`config.mk`:
```
export PLATFORM = sky130hd
export DESIGN_NAME = vxe_txnreqd_unpacker
export DESIGN_NICKNAME = d
export VERILOG_FILES = /design/src/rtl/vxe_txn_pkg.sv /design/src/rtl/vxe_skid_buf.sv /design/src/rtl/vxe_txnreqd_unpacker.sv
export SDC_FILE = /design/constraint.sdc
export NUM_CORES = 1
export LEC_CHECK = 0
export CAP_MARGIN = 20
export CORE_ASPECT_RATIO = 0.6
export CORE_MARGIN = 4
export CORE_UTILIZATION = 51
export DETAILED_ROUTE_END_ITERATION = 6
export GPL_TIMING_DRIVEN = 0
export PLACE_DENSITY = 0.81
export SLEW_MARGIN = 20
export SYNTH_ARGS = -nofsm -noshare
export SYNTH_HDL_FRONTEND = slang
export SYNTH_SLANG_ARGS = --single-unit
```
`constraint.sdc`:
```
create_clock -name clk -period 2.2 [get_ports clk]
set_clock_uncertainty 0.15 [all_clocks]
set_input_delay 0.22 -clock clk [delete_from_list [all_inputs] [get_ports clk]]
set_output_delay 0.22 -clock clk [all_outputs]
set_load 0.1 [all_outputs]
```
`src/rtl/vxe_txn_pkg.sv`:
```
// ----------------------------------------------------------------------------
// vxe_txn_pkg
// Shared definitions for the txn request/response codec blocks:
//   - field offsets and widths of the request data vector {ben, data}
//   - beat-tag flag record and the tagged beat record for the default geometry
//   - input-side burst FSM state encoding
// ----------------------------------------------------------------------------
package vxe_txn_pkg;

  localparam int TXN_DATA_W  = 64;
  localparam int TXN_BLEN_W  = 4;
  localparam int TXN_BEN_W   = TXN_DATA_W / 8;
  localparam int TAG_FLAGS_W = 3;

  // Byte enables sit directly above the data field.
  function automatic int ben_off(input int data_w);
    return data_w;
  endfunction

  function automatic int ben_width(input int data_w);
    return data_w / 8;
  endfunction

  // Width of one tagged beat {ben, data, beat, first, last, nullb}.
  function automatic int tagged_beat_w(input int data_w, input int blen_w);
    return ben_width(data_w) + data_w + blen_w + TAG_FLAGS_W;
  endfunction

  typedef struct packed {
    logic first;
    logic last;
    logic nullb;
  } txn_flags_t;

  typedef struct packed {
    logic [TXN_BEN_W-1:0]  ben;
    logic [TXN_DATA_W-1:0] data;
    logic [TXN_BLEN_W-1:0] beat;
    txn_flags_t            flags;
  } txn_beat_t;

  typedef enum logic {
    TXN_IDLE  = 1'b0,
    TXN_BURST = 1'b1
  } txn_st_e;

endpackage

```
`src/rtl/vxe_skid_buf.sv`:
```
// ----------------------------------------------------------------------------
// vxe_skid_buf
// Two-entry valid/ready skid buffer with a generic payload. The main entry
// drives the outputs; the skid entry catches the one beat accepted while the
// main entry is stalled. in_rdy is the inverse of the registered skid valid,
// so there is no combinational path from out_rdy to in_rdy.
//
// Ports:
//   clk, nrst         clock, asynchronous active-low reset
//   in_dat/in_vld     upstream payload and valid
//   in_rdy            upstream ready (registered)
//   out_dat/out_vld   downstream payload and valid (main entry)
//   out_rdy           downstream ready
// ----------------------------------------------------------------------------
module vxe_skid_buf #(
  parameter int DATA_W = 8
) (
  input  logic              clk,
  input  logic              nrst,
  input  logic [DATA_W-1:0] in_dat,
  input  logic              in_vld,
  output logic              in_rdy,
  output logic [DATA_W-1:0] out_dat,
  output logic              out_vld,
  input  logic              out_rdy
);

  logic              main_vld_p1;
  logic [DATA_W-1:0] main_dat_p1;
  logic              skid_vld_p1;
  logic [DATA_W-1:0] skid_dat_p1;
  logic              acc;
  logic              pop;

  assign in_rdy  = ~skid_vld_p1;
  assign acc     = in_vld & in_rdy;
  assign pop     = main_vld_p1 & out_rdy;
  assign out_vld = main_vld_p1;
  assign out_dat = main_dat_p1;

  // ---- stage p1: main / skid entries ----
  always_ff @(posedge clk or negedge nrst) begin
    if (!nrst) begin
      main_vld_p1 <= 1'b0;
      main_dat_p1 <= '0;
      skid_vld_p1 <= 1'b0;
      skid_dat_p1 <= '0;
    end else if (pop) begin
      if (skid_vld_p1) begin
        // in_rdy is low here, so no accept can collide with the refill
        main_dat_p1 <= skid_dat_p1;
        skid_vld_p1 <= 1'b0;
      end else if (acc) begin
        main_dat_p1 <= in_dat;
      end else begin
        main_vld_p1 <= 1'b0;
      end
    end else if (acc) begin
      if (!main_vld_p1) begin
        main_vld_p1 <= 1'b1;
        main_dat_p1 <= in_dat;
      end else begin
        skid_vld_p1 <= 1'b1;
        skid_dat_p1 <= in_dat;
      end
    end
  end

endmodule

```
`src/rtl/vxe_txnreqd_unpacker.sv`:
```
// ----------------------------------------------------------------------------
// vxe_txnreqd_unpacker
// Splits each request data vector into write data and byte enables and tags
// every beat with its burst position, then registers it through a 2-entry
// skid buffer (1-cycle latency, full rate).
//
// Ports:
//   clk, nrst        clock, asynchronous active-low reset
//   i_req_vec_dat    {ben, data} request vector
//   i_vld / o_rdy    input handshake
//   i_blen           burst beats minus 1, sampled on the first beat only
//   o_data / o_ben   decoded write data and byte enables
//   o_beat           0-based beat index within the burst
//   o_first/o_last   burst position flags
//   o_nullb          byte enables are all zero
//   o_vld / i_rdy    output handshake
// ----------------------------------------------------------------------------
module vxe_txnreqd_unpacker
  import vxe_txn_pkg::*;
#(
  parameter  int DATA_W = 64,
  localparam int BEN_W  = ben_width(DATA_W),
  parameter  int BLEN_W = 4
) (
  input  logic                    clk,
  input  logic                    nrst,
  input  logic [DATA_W+BEN_W-1:0] i_req_vec_dat,
  input  logic                    i_vld,
  output logic                    o_rdy,
  input  logic [BLEN_W-1:0]       i_blen,
  output logic [DATA_W-1:0]       o_data,
  output logic [BEN_W-1:0]        o_ben,
  output logic [BLEN_W-1:0]       o_beat,
  output logic                    o_first,
  output logic                    o_last,
  output logic                    o_nullb,
  output logic                    o_vld,
  input  logic                    i_rdy
);

  localparam int BEN_OFF = ben_off(DATA_W);
  localparam int PAY_W   = tagged_beat_w(DATA_W, BLEN_W);

  txn_st_e             st_q, st_d;
  logic [BLEN_W-1:0]   cnt_q, cnt_d;
  logic [BLEN_W-1:0]   blen_q, blen_d;
  logic                acc;

  logic [DATA_W-1:0]   data_p0;
  logic [BEN_W-1:0]    ben_p0;
  logic [BLEN_W-1:0]   beat_p0;
  txn_flags_t          flags_p0;
  logic [PAY_W-1:0]    pay_p0;

  logic [PAY_W-1:0]    pay_p1;
  txn_flags_t          flags_p1;

  assign acc     = i_vld & o_rdy;
  assign data_p0 = i_req_vec_dat[0 +: DATA_W];
  assign ben_p0  = i_req_vec_dat[BEN_OFF +: BEN_W];

  // ---- stage p0: combinational beat tagging and burst FSM ----
  always_comb begin
    st_d           = st_q;
    cnt_d          = cnt_q;
    blen_d         = blen_q;
    beat_p0        = '0;
    flags_p0.first = 1'b0;
    flags_p0.last  = 1'b0;
    flags_p0.nullb = ~|ben_p0;
    case (st_q)
      TXN_IDLE: begin
        flags_p0.first = 1'b1;
        flags_p0.last  = (i_blen == '0);
        if (acc) begin
          blen_d = i_blen;
          if (i_blen != '0) begin
            cnt_d = BLEN_W'(1);
            st_d  = TXN_BURST;
          end
        end
      end
      TXN_BURST: begin
        // blen_q is held for the whole burst; i_blen is ignored here
        beat_p0       = cnt_q;
        flags_p0.last = (cnt_q == blen_q);
        if (acc) begin
          if (flags_p0.last) begin
            st_d  = TXN_IDLE;
            cnt_d = '0;
          end else begin
            cnt_d = cnt_q + BLEN_W'(1);
          end
        end
      end
      default: begin
        st_d  = TXN_IDLE;
        cnt_d = '0;
      end
    endcase
  end

  always_ff @(posedge clk or negedge nrst) begin
    if (!nrst) begin
      st_q   <= TXN_IDLE;
      cnt_q  <= '0;
      blen_q <= '0;
    end else begin
      st_q   <= st_d;
      cnt_q  <= cnt_d;
      blen_q <= blen_d;
    end
  end

  assign pay_p0 = {ben_p0, data_p0, beat_p0, flags_p0};

  // ---- stage p1: registered output through the skid buffer ----
  vxe_skid_buf #(
    .DATA_W (PAY_W)
  ) u_skid (
    .clk     (clk),
    .nrst    (nrst),
    .in_dat  (pay_p0),
    .in_vld  (i_vld),
    .in_rdy  (o_rdy),
    .out_dat (pay_p1),
    .out_vld (o_vld),
    .out_rdy (i_rdy)
  );

  assign {o_ben, o_data, o_beat, flags_p1} = pay_p1;
  assign o_first = flags_p1.first;
  assign o_last  = flags_p1.last;
  assign o_nullb = flags_p1.nullb;

endmodule

```
==> impl_metrics.csv, run 1 <==
group,metric,value,unit
status,status,"finished, final reports clean",
yosys,synth-edff-count,0,
yosys,yosysSeqAreaShare,0.586,
global_routing,grt_pass1_vias,5897,
drt,wl_per_cell,15.9,um
worst_setup_path,critPathRequiredTime,1830,ps
worst_setup_path,crit_path_max_fanout,8,
worst_setup_path,endpoint_kind,"output port",
yosys,post-synth-top-area-fraction,0.586,
yosys,synth-seq-cells,169,
drt,drc,0,
clock_network,cts_root_buf,"clkbuf_16",
yosys,syn_nets,821,
sta,setup_viol,0,
drt,vias_per_cell,5.10,
place,place_congestion,0.810,
yosys,yosysWarnings,0,
finish,area_growth,33.1,%
yosys,syn_avg_cell_area,9.75,um^2
sta,rsz0062_at_grt,"false",
yosys,synth_area_leaders,"dfrtp_1, nand2_1, mux2i_1, o21ai_1, buf_4",
finish,drive_above_1_share,0.0835,
floorplanning,initial_core_util,0.525,
global_routing,overflow,0,
yosys,synth_area_leader_cell,"dfrtp_1",
sta,layout_worst_path_cycle_share,0.965,
global_routing,grt_usage,0.232,
worst_setup_path,crit_slowest_cell,"dlygate4sd2_1",
finish,nNetsFinal,1002,
worst_setup_path,cpLargestDelayFamily,"buffers and inverters",
worst_setup_path,arrival,1750,ps
clock_network,cts.sinks,169,
place,place_hpwl,12700,um
sta,hold_violations,0,
worst_setup_path,worst-path-buf-inv,1,
clock_network,path_clk_slew,70,ps
drt,num_vias,5742,
floorplanning,die_w,162,um
sta,drv_slew,0,
global_routing,grt_pass1_wl,29900,um
floorplanning,dieArea,16200,um^2
finish,antenna_cells,0,
yosys,synthFlopType,"dfrtp_1",
job,maxCapViolCount,0,
floorplanning,pin_count,161,
sta,maxSlewHeadroom,0.320,
worst_setup_path,crit_chain,"dlygate4sd2_1",
floorplanning,num_rows,33,
yosys,synth_area,7210,um^2
clock_network,tritoncts,"built",
worst_setup_path,critPathLaunchType,"flop",
sta,setup-tns-final,0,ps
place,io_buffer_count,160,
yosys,synthArstFlopShare,1.00,
finish,fillers,1133,
worst_setup_path,slowest_delay,920,ps
sta,clock.fmax,471,MHz
clock_network,clockBufferDepth,2,
drt,first_pass_iters,5,
drt,routed_wl,17900,um
clock_network,h-tree-depth,4,
drt,drtIter0Drc,312,
drt,drtAntennaViolNets,0,
floorplanning,core,13700,um^2
clock_network,insertion_delay,420,ps
yosys,yosys.cell_count.top_type,"nand2_1",
sta,min_period,2120,ps
global_routing,antenna_found_initial,0,
global_routing,grt_max_degree,88,
yosys,ys_types,32,
floorplanning,dieHeight,100,um
clock_network,cts_buffers,17,
hold_path,hp-class,"in -> reg",
worst_setup_path,crit_type,"reg -> out",
yosys,netlist_instances,740,
yosys,synth_common_cells,"nand2_1, dfrtp_1, o21ai_1",
sta,tightest_slew,1020,ps
registers in the layout, indices dropped and copies added (netlist names):
register and count:
st_q 1, u_skid.out_vld 1, u_skid.skid_dat_p1 79, blen_q 4, u_skid.skid_vld_p1 1, cnt_q 4
u_skid.out_dat 79
cell type report:
cell class                      instances  area [um^2]  area share
Tap cell                              192          240      0.0250
Clock buffer                           19          453      0.0472
Clock inverter                         13          156      0.0163
Buffer                                 45          259      0.0270
Timing Repair Buffer                  162         1540       0.160
Multi-Input combinational cell        523         2710       0.283
Inverter                                3         11.3     0.00117
Sequential cell                       169         4230       0.441
layout by cell type (no fill, tap or decap), types with 2 or more instances in the layout:
cell type	n
nand2_1	313
dfrtp_1	168
o21ai_1	81
dlygate4sd2_1	80
clkdlybuf4s50_1	78
mux2i_1	72
clkbuf_16	17
buf_2	15
clkbuf_1	14
buf_4	13
a21oi_1	11
nand3_1	7
and3_1	6
mux2_2	6
inv_6	5
xor2_1	4
inv_1	3
buf_6	3
nor2_1	3
a31oi_1	2
nor4_1	2
o21ai_0	2
clkbuf_8	2
bufinv_16	2
clkinv_4	2
inv_8	2
logic make-up (layout without fill, tap and decap cells):
logic type                 count (synthesis)  count (layout)  share of synthesized area
buffers and inverters                     48             242                     0.0375
adders and majority gates                  1               1                    0.00173
muxes                                     78              78                      0.109
and+or+nand+nor                          337             337                      0.183
xor gates and xnor gates                   4               4                    0.00486
AOI/OAI and AO/OA                        103             103                     0.0769
DFF                                      169             169                      0.586
final timing paths:
path                                              from                      to  slack [ps]  depth (start not counted)
worst max-delay path                    u_skid.out_vld                   o_vld          80                          1
worst min-delay path                 i_req_vec_dat[23]  u_skid.skid_dat_p1[30]         200                          3
worst max register to register      u_skid.skid_vld_p1  u_skid.skid_dat_p1[51]         210                          5
worst min register to register  u_skid.skid_dat_p1[77]  u_skid.skid_dat_p1[77]         330                          2
max in group asynchronous                         nrst          u_skid.out_vld         800                          3
min in group asynchronous                         nrst      u_skid.out_dat[13]         230                          2
repair_timing:
item / in CTS / in global routing
endpoints found under the hold margin: 82 / 0
buffers inserted: 0 / 0
endpoints found under the setup margin: 81 / 1
resized for setup: 82 / 1
hold buffers: 1 / 0
metrics by stage:
stage          utilization  hold slack (ps)  worst slack (ps)  instances  instance area [um^2]
2_1_floorplan            -             -226               300        740                  7210
3_3_place_gp         0.659              307             -6740       1092                  9050
3_5_place_dp         0.661             99.9              -102       1093                  9090
4_1_cts              0.699              186              5.79       1126                  9610
5_1_grt              0.698              206              18.2       1126                  9600
6_report             0.698              203              78.0       1126                  9600
routing by layer:
| layer | global-route usage | part of all wire |
|---|---|---|
| met5 | 0 | 0 |
| met2 | 0.340 | 0.43 |
| met1 | 0.346 | 0.49 |
| met4 | 0.0537 | 0.0076 |
| met3 | 0.0652 | 0.075 |
Power of run 1 is not shown: default switching activity piles up to over one toggle a cycle in this logic, so the estimate is an artifact.
==> inputs of run 2 (changes only) <==
- PLACE_DENSITY: 0.81 -> 0.84
==> run 2 against run 1 <==
Clock-buffer cell count is the same. Maximum frequency is 0.17% higher. Die area did not move. Non-clock buffer count stayed put. Global-route usage decreased by 0.33 points. First-iteration DRC count grew 31%. Via count rose by 1.5%. Final cell count stayed put. Critical endpoint unchanged.
==> impl_metrics.csv, run 2 (synthesis results as in run 1) <==
group,metric,value,unit
status,status,"finished, final reports clean",
clock_network,cts_buffers,17,
job,maxCapViolCount,0,
finish,multi_input_area,2710,um^2
worst_setup_path,crit_path_max_fanout,8,
sta,clock.fmax,472,MHz
floorplanning,initial_core_util,0.525,
clock_network,clockBufferDepth,2,
worst_setup_path,critPathRequiredTime,1830,ps
sta,layout_worst_path_cycle_share,0.963,
drt,drc,0,
sta,maxSlewHeadroom,0.315,
place,io_buffer_count,160,
clock_network,path_clk_slew,70,ps
finish,fillers,1093,
finish,seqCellArea,4230,um^2
finish,drive_above_1_share,0.0824,
clock_network,insertion_delay,420,ps
floorplanning,num_rows,33,
worst_setup_path,rr_worst_depth,5,
sta,setup_viol,0,
clock_network,cts_setup_buffers,0,
drt,num_vias,5829,
finish,nNetsFinal,1002,
finish,antenna_cells,0,
sta,drv_slew,0,
worst_setup_path,crit_chain,"dlygate4sd2_1",
sta,rsz0062_at_grt,"false",
worst_setup_path,worst-path-stages,1,
global_routing,grt_max_degree,98,
floorplanning,pin_count,161,
global_routing,grt_usage,0.229,
worst_setup_path,endpoint_kind,"output port",
clock_network,cts_root_buf,"clkbuf_16",
drt,drtAntennaViolNets,0,
drt,drtIter0Drc,409,
hold_path,hp-class,"in -> reg",
hold_path,hold_path_depth,3,
sta,hold_violations,0,
worst_setup_path,slowest_delay,910,ps
finish,final_common_cell,"nand2_1",
global_routing,antenna_found_initial,1,
place,placed_area,9090,um^2
place,place_hpwl,12800,um
finish,design_area,9570,um^2
worst_setup_path,critPathLaunchType,"flop",
clock_network,cts.sinks,169,
worst_setup_path,crit_type,"reg -> out",
finish,area_growth,32.7,%
finish,most-common-layout-cells,"nand2_1, dfrtp_1, o21ai_1",
global_routing,grt_pass1_wl,29600,um
drt,vias_per_cell,5.18,
floorplanning,die_w,162,um
clock_network,tritoncts,"built",
worst_setup_path,arrival,1750,ps
floorplanning,dieArea,16200,um^2
worst_setup_path,worst-path-buf-inv,1,
global_routing,grt_pass1_vias,5839,
place,place_congestion,0.811,
floorplanning,core,13700,um^2
drt,routed_wl,17900,um
global_routing,overflow,0,
sta,min_period,2120,ps
clock_network,h-tree-depth,4,
drt,first_pass_iters,4,
floorplanning,dieHeight,100,um
sta,tightest_slew,1030,ps
worst_setup_path,crit_slowest_cell,"dlygate4sd2_1",
worst_setup_path,cpLargestDelayFamily,"buffers and inverters",
drt,wl_per_cell,15.9,um
[run 2: final timing paths]
path / endpoint / slack (ps) / startpoint
hold / removal: u_skid.skid_dat_p1[46] / 200 / i_req_vec_dat[39]
setup / recovery: o_vld / 80 / u_skid.out_vld
setup reg to reg: u_skid.skid_dat_p1[26] / 230 / u_skid.skid_vld_p1
hold reg to reg: u_skid.skid_dat_p1[53] / 330 / u_skid.skid_dat_p1[53]
min in group asynchronous: u_skid.out_dat[14] / 210 / nrst
max in group asynchronous: u_skid.out_vld / 790 / nrst
[run 2: through the flow]
| step | setup TNS (ps) | utilization | setup WS, ps | hold slack [ps] | instances |
|---|---|---|---|---|---|
| finish | 0 | 0.696 | 81.6 | 202 | 1126 |
| global route | 0 | 0.696 | 21.2 | 218 | 1126 |
| CTS | 0 | 0.697 | 18.2 | 190 | 1126 |
| detailed placement | -3780 | 0.661 | -79.5 | 83.7 | 1093 |
| global placement | -1026030 | 0.659 | -6710 | 306 | 1092 |
| floorplan | 0 | - | 300 | -226 | 740 |
[run 2: per-layer routing]
layer	part of all wire	global-route usage	vias to the layer above
li1	-	-	2787
met1	0.49	0.340	2813
met2	0.42	0.338	205
met3	0.077	0.0566	22
met4	0.012	0.0629	2
met5	0.00061	0	-
[run 2: cell type report]
cell class | count | share of cell area
Timing Repair Buffer | 162 | 0.161
Clock buffer | 19 | 0.0463
Tap cell | 192 | 0.0251
Buffer | 45 | 0.0271
Sequential cell | 169 | 0.442
Multi-Input combinational cell | 523 | 0.283
Clock inverter | 13 | 0.0142
Inverter | 3 | 0.00118
[run 2: repair_timing]
action                                  in CTS  in global routing
resized for setup                           82                  1
hold endpoints to repair                    72                  0
endpoints found under the setup margin      81                  1
hold buffers                                 1                  0
pin swaps                                    0                  0
Power of run 2 is left out for the same reason.
==> inputs of run 3 (changes only) <==
- CTS_CLUSTER_SIZE: default -> 28
==> results of run 3 <==
Final layout, timing and power as in run 2 (identical DEF).
Power of run 3 is left out for the same reason.
